[src/rtl/push_pacer.sv]
// push_pacer: debounces a raw push button and turns each accepted press into
// a request (transpush) that is held stable across exactly one rising edge of
// a locally generated slow clock (clk_1HZ) feeding a downstream toggle stage.
//
// Request protocol: transpush rises on the clk edge that accepts a press. It
// stays high through the next clk_1HZ rising edge that is generated after the
// acceptance. It drops on the same clk edge that drives clk_1HZ low again.
// The downstream stage therefore samples it high on exactly one clk_1HZ rise.
// While a request is outstanding, further presses are dropped and flagged on
// the sticky overrun output.
module push_pacer #(
  parameter int DIV_HALF   = 50000000,
  parameter int DEB_CYCLES = 1000000
) (
  input  logic       clk,
  input  logic       rst,
  input  logic       btn,
  output logic       clk_1HZ,
  output logic       transpush,
  output logic       overrun,
  output logic [7:0] press_cnt,
  output logic [1:0] dbg_state
);

  localparam int DIV_W = (DIV_HALF > 1) ? $clog2(DIV_HALF) : 1;
  localparam int DEB_W = (DEB_CYCLES > 1) ? $clog2(DEB_CYCLES) : 1;
  localparam logic [DIV_W-1:0] DIV_LAST = DIV_W'(DIV_HALF - 1);
  localparam logic [DEB_W-1:0] DEB_LAST = DEB_W'(DEB_CYCLES - 1);

  typedef enum logic [1:0] {
    IDLE  = 2'd0,
    ARMED = 2'd1,
    HOLD  = 2'd2
  } state_t;

  state_t           state;
  logic             sync1;
  logic             sync2;
  logic             deb_level;
  logic [DEB_W-1:0] deb_cnt;
  logic [DIV_W-1:0] div_cnt;
  logic             deb_done;
  logic             press_evt;
  logic             div_tick;
  logic             rise_evt;
  logic             fall_evt;

  // Two-flop synchroniser for the asynchronous button input.
  always_ff @(posedge clk or posedge rst) begin
    if (rst) begin
      sync1 <= 1'b0;
      sync2 <= 1'b0;
    end else begin
      sync1 <= btn;
      sync2 <= sync1;
    end
  end

  // The debounced level flips on the cycle that completes a full run of
  // disagreeing samples. A press is that flip when it goes 0->1, so the FSM
  // sees the event on the same edge the level changes.
  assign deb_done  = (sync2 != deb_level) && (deb_cnt == DEB_LAST);
  assign press_evt = deb_done && sync2;

  // Debounce: count consecutive disagreeing cycles; any agreeing cycle restarts.
  always_ff @(posedge clk or posedge rst) begin
    if (rst) begin
      deb_level <= 1'b0;
      deb_cnt   <= '0;
    end else if (sync2 == deb_level) begin
      deb_cnt <= '0;
    end else if (deb_done) begin
      deb_level <= sync2;
      deb_cnt   <= '0;
    end else begin
      deb_cnt <= deb_cnt + DEB_W'(1);
    end
  end

  assign div_tick = (div_cnt == DIV_LAST);
  assign rise_evt = div_tick && !clk_1HZ;
  assign fall_evt = div_tick && clk_1HZ;

  // Free-running divider: toggle clk_1HZ and wrap every DIV_HALF cycles.
  always_ff @(posedge clk or posedge rst) begin
    if (rst) begin
      div_cnt <= '0;
      clk_1HZ <= 1'b0;
    end else if (div_tick) begin
      div_cnt <= '0;
      clk_1HZ <= ~clk_1HZ;
    end else begin
      div_cnt <= div_cnt + DIV_W'(1);
    end
  end

  // Request FSM. ARMED only reacts to rise events seen after the arming edge,
  // because the IDLE branch ignores rise_evt entirely.
  always_ff @(posedge clk or posedge rst) begin
    if (rst) begin
      state     <= IDLE;
      transpush <= 1'b0;
      overrun   <= 1'b0;
      press_cnt <= 8'd0;
    end else begin
      case (state)
        IDLE: begin
          if (press_evt) begin
            state     <= ARMED;
            transpush <= 1'b1;
          end
        end
        ARMED: begin
          if (press_evt) begin
            overrun <= 1'b1;
          end
          if (rise_evt) begin
            state <= HOLD;
          end
        end
        HOLD: begin
          if (press_evt) begin
            overrun <= 1'b1;
          end
          if (fall_evt) begin
            state     <= IDLE;
            transpush <= 1'b0;
            press_cnt <= press_cnt + 8'd1;
          end
        end
        default: begin
          state     <= IDLE;
          transpush <= 1'b0;
        end
      endcase
    end
  end

  assign dbg_state = state;

endmodule

[config.mk]
export PLATFORM = sky130hd
export DESIGN_NAME = push_pacer
export DESIGN_NICKNAME = d
export VERILOG_FILES = /design/src/rtl/push_pacer.sv
export SDC_FILE = /design/constraint.sdc
export NUM_CORES = 1
export LEC_CHECK = 0
export ABC_AREA = 1
export BUFFER_PORTS_ARGS = -buffer_cell sky130_fd_sc_hd__buf_2
export CAP_MARGIN = 20
export CORE_UTILIZATION = 45
export CTS_CLUSTER_DIAMETER = 50
export DETAILED_ROUTE_END_ITERATION = 8
export SLEW_MARGIN = 30
export SYNTH_ARGS = -nofsm -noshare
export SYNTH_HDL_FRONTEND = slang
export SYNTH_SLANG_ARGS = --single-unit
[constraint.sdc]
create_clock -name clk -period 3.9 [get_ports clk]
set_clock_uncertainty 0.1 [all_clocks]
set_input_delay 0.585 -clock clk [delete_from_list [all_inputs] [get_ports clk]]
set_output_delay 0.585 -clock clk [all_outputs]
set_load 0.02 [all_outputs]
Word level (Yosys, flattened, before mapping). Index checks and enable logic that the tools add are counted. Widths: inputs -> output; s select.

Register bits: 62. Logic and storage cells: 47.

Reduce and logical (&&, ||, !) cells: 12. Equality and inequality tests: 9. Bitwise logic cells: 3. $add $sub $neg: 3. Mux-type cells: 10.

Operators with widths (count): $mux 20 (2); $add 26x1->26 const B (1); $eq 26x26->1 const B (1); $mux 26 (1); $add 20x1->20 const B (1); $eq 20x20->1 const B (1); $add 8x1->8 const B (1); $mux 2 (3); $ne 2x2->1 const B (3); $pmux 2 s3 (1); $reduce_and 2->1 (3); $reduce_and 3->1 (2); $logic_and 1x1->1 (4); $not 1->1 (3); $pmux 1 s3 (1); $eq 2x1->1 const B (1); $eq 2x2->1 const B (1); $logic_not 2->1 (1); $mux 1 (2); $reduce_or 2->1 (1); $eq 1x1->1 (1); $logic_not 1->1 (1); $ne 1x1->1 (1).

Longest topological paths before layout.
Word-level depth: 5. Mapped depth: 10. Gate-level depth less buffers: 10.

Worst setup path before layout. OpenSTA, ideal clock, no wires.

Kind: register -> register. Start: reg deb_cnt[0]. End: reg deb_cnt[11]. Arrival: 1.346 ns. Setup slack: 2.329 ns. Period minus slack after synthesis: 1.571 ns. Stages on the path, launching flop included: 11. Required time: 3.676 ns. Cells stage by stage: dfrtp_1 > ha_1 > nand2_1 > nor2_4 > inv_1 > nor2_1 > nand3_1 > nand2_2 > inv_2 > o21ai_0 > a21oi_1.

Word-level cells in the longest chain between the ends: 4. Elaborated cells between the ends (all ways): 5.

Ends and longest elaborated chain: start, declared (RTL line 40) `logic [DEB_W-1:0] deb_cnt;`; start signal, assigned (RTL line 76) `deb_cnt <= deb_cnt + DEB_W'(1);`; branches (longest 2 deep; another with $add 20x1->20); $mux 20 (*) (RTL line 72) `end else if (deb_done) begin`; $mux 20 (*) (RTL line 70) `end else if (sync2 == deb_level) begin`.

Mark *: on every way between the ends. A chain may end at the register's enable or synchronous reset.

Worst setup path after layout.
Start: reg div_cnt[0]. End: reg press_cnt[5].

Word-level cells in the longest chain between the ends: 3.

Ends and longest elaborated chain: start, declared (RTL line 41) `logic [DIV_W-1:0] div_cnt;`; start signal, assigned (RTL line 93) `div_cnt <= div_cnt + DIV_W'(1);`; $eq 26x26->1 (RTL line 80) `assign div_tick = (div_cnt == DIV_LAST);`; $logic_and 1x1->1 (RTL line 82) `assign fall_evt = div_tick && clk_1HZ;`; $reduce_and 2->1 (no source line); end signal, assigned (RTL line 128) `press_cnt <= press_cnt + 8'd1;`; end, declared (RTL line 21) `output logic [7:0] press_cnt,`.

Every way passes these cells.

==> flow_summary.yaml <==
outcome:
  status: "finished, final reports clean"
grt:
  antenna_found_initial: 0
  grt_pass1_vias: 2892
  use_met2: 0.321
  grt_max_degree: 35
  met3_usage: 0.0508
  top_usage_layer: "met2"
  grt_pass1_wl_um: 13200
  track_usage: 0.204
  grt_use_met1: 0.270
  grt_remaining_overflow: 0
clock_tree:
  cts.sinks: 62
  clk_pin_slew_ns: 0.07
  cts_root_buf: "clkbuf_8"
  cts_buffers: 9
  cts_buffer_depth: 2
  cts_setup_buffers: 0
  cts_hold_buf: 0
  h-tree-depth: 3
  cts-resized-gates: 0
  cts_tree: "done"
  clk_latency_ns: 0.34
critical_path:
  critPathBufInv: 1
  reg2regPathDepth: 8
  worstSetupPathType: "reg2reg"
  slowest_delay_ns: 0.60
  rr_startpoint: "div_cnt[0]$_DFF_PP0_"
  worstPathRequired_ns: 4.03
  r2r_slack_ns: 1.71
  critPathArrivalTime_ns: 2.32
  cpMaxStageDelayCell: "nor3_2"
  r2r-end: "press_cnt[5]$_DFFE_PP0P_"
  cp-end-kind: "flip-flop"
  worstSetupStartpointType: "flip-flop"
  path_cells: "ha_1 -> nand3_2 -> inv_1 -> nand4_1 -> nor3_2 -> nand3_2 -> nand2_1 -> nand2_1"
  critical_path.top_delay_family: "simple AND/OR/NAND/NOR gates"
  cp_max_fo: 12
cells_and_area:
  nFillCells: 740
  drive_above_1_share: 0.130
  diodes: 0
  nets: 482
  fin_cells: 577
  syn2layout_area_growth_pct: 10.6
  final_area_um2: 3860
floorplanning:
  die-area_um2: 8110
  design.core.area_um2: 7370
  die_y_um: 90.1
  num_io_pins: 16
  rows: 31
  die_x_um: 90.1
  initial_core_util: 0.474
placement:
  place_area_um2: 3660
  placed_cells: 561
  gp_congestion: 0.889
  place_hpwl_um: 5460
  io_buffers: 15
drt:
  drt_iter0_drc: 123
  finalWirelength_um: 7380
  dr.pass1.iters: 4
  vias: 2886
  post-route-drc-count: 0
  post_drt_wl_per_cell_um: 12.8
  ant_nets: 0
  vias_per_cell: 5.00
synth:
  syn_inst: 449
  yosys_warnings: 0
  synthSimpleGateAreaFrac: 0.341
  syn-cell-area_um2: 3490
  synth-compound-area-share: 0.0516
  yosysUniqueCellTypes: 31
  ys_ff_latch: 62
  synthXorXnorAreaFrac: 0.0552
  syn_avg_cell_area_um2: 7.77
  synth_mux_area_frac: 0
  synth_fa_ha_area_frac: 0.0215
  synth_top_family_by_area: "simple AND/OR/NAND/NOR gates"
  synth_nets: 458
  synth.yosys.seq_area_share: 0.445
timing:
  max_freq_mhz: 457
  relSlewSlack: 0.489
  drv_slew: 0
  hold_viol: 0
  rsz0062_at_grt: "false"
  worstMarginPinSlew_ns: 0.763
  setup_violations: 0
  fin_setup_tns_ns: 0
  period_share: 0.561
  fin_crit_ns: 2.19
pwr:
  internal-power_w: 0.000962
  netSwitchingFraction: 0.226
  total_power_w: 0.00124
  p_per_area_nw_per_um2: 322
  clkPwrFrac: 0.456
  ir_worst_vdd_mv: 0.232
  power_switching_w: 0.000280
  power.leakage_nw: 1.94
  pwr-share-comb: 0.021
  pwr-share-seq: 0.523
job:
  maxCapViolCount: 0
min_path:
  hold_path_class: "in2reg"
  hp-start: "btn"
  worstHoldEndpoint: "sync1$_DFF_PP0_"
  holdPathStages: 1
[power groups by stage]
stage	sequential (W)	clock (W)	combinational, W
floorplan	0.000661	0	0.0000187
global placement	0.000661	0	0.0000270
detailed placement	0.000661	0	0.0000282
CTS	0.000649	0.000585	0.0000283
global route	0.000649	0.000612	0.0000317
finish	0.000649	0.000566	0.0000265
[state kept, by name, summed over array words and instances (netlist names)]
register   flops
div_cnt       26
sync2          1
press_cnt      8
transpush      1
sync1          1
deb_level      1
overrun        1
deb_cnt       20
dbg_state      2
clk_1HZ        1
[layout make-up]
class	instances	area, um^2	share of cell area
Timing Repair Buffer	16	82.6	0.0214
Clock buffer	10	138	0.0356
Tap cell	99	124	0.0321
Clock inverter	6	61.3	0.0159
Inverter	71	268	0.0693
Sequential cell	62	1550	0.402
Multi-Input combinational cell	313	1640	0.424
[synth_stat cells (all sizes together)]
library cell / instances / area [um^2]
a21o: 1 / 7.51
a21oi: 13 / 65.1
a31oi: 4 / 25.0
buf: 3 / 33.8
clkinv: 1 / 5.00
dfrtp: 62 / 1550
ha: 6 / 75.1
inv: 70 / 263
nand2: 108 / 420
nand3: 28 / 163
nand3b: 1 / 7.51
nand4: 23 / 156
nor2: 77 / 339
nor3: 13 / 75.1
nor3b: 2 / 15.0
nor4: 1 / 6.26
o211a: 1 / 10.0
o21a: 4 / 30.0
o21ai: 6 / 30.0
o22ai: 2 / 12.5
or2: 1 / 6.26
xnor2: 5 / 43.8
xor2: 17 / 149
[through the flow]
step	hold slack (ns)	setup WS [ns]	utilization
global route	0.222	1.45	0.524
finish	0.250	1.71	0.524
global placement	0.255	1.80	0.497
floorplan	0.231	1.67	-
CTS	0.231	1.71	0.524
detailed placement	0.243	1.75	0.497
[kinds of logic (layout without fill, tap and decap cells)]
| family | after synthesis | count (layout) |
|---|---|---|
| xor gates and xnor gates | 22 | 22 |
| adders and majority gates | 6 | 6 |
| DFF | 62 | 62 |
| AOI/OAI and AO/OA | 31 | 31 |
| buffers and inverters | 74 | 103 |
| and+or+nand+nor | 254 | 254 |
[worst max path at each step]
stage / slack, ns / depth (start not counted) / startpoint / to
floorplan: 1.67 / 1 / rst / clk_1HZ$_DFFE_PP0N_
global placement: 1.80 / 8 / div_cnt[0]$_DFF_PP0_ / press_cnt[7]$_DFFE_PP0P_
detailed placement: 1.75 / 8 / div_cnt[0]$_DFF_PP0_ / press_cnt[2]$_DFFE_PP0P_
CTS: 1.71 / 8 / div_cnt[0]$_DFF_PP0_ / press_cnt[5]$_DFFE_PP0P_
global route: 1.45 / 8 / div_cnt[0]$_DFF_PP0_ / press_cnt[6]$_DFFE_PP0P_
finish: 1.71 / 8 / div_cnt[0]$_DFF_PP0_ / press_cnt[5]$_DFFE_PP0P_
[cells in the final DEF, fill, tap and decap left out, drive strengths merged, types with 2 or more instances in the layout]
cell type,Yosys,routed
nand2,108,108
nor2,77,77
inv,70,70
dfrtp,62,62
nand3,28,28
nand4,23,23
xor2,17,17
buf,3,16
a21oi,13,13
nor3,13,13
clkbuf,0,10
o21ai,6,6
ha,6,6
xnor2,5,5
clkinv,1,5
o21a,4,4
a31oi,4,4
nor3b,2,2
o22ai,2,2
[per-layer routing]
layer	routed length, um	up-vias
li1	-	1476
met3	238	8
met5	0	-
met4	104	0
met1	3580	1359
met2	3450	43
(Power assumes the default switching activity.)
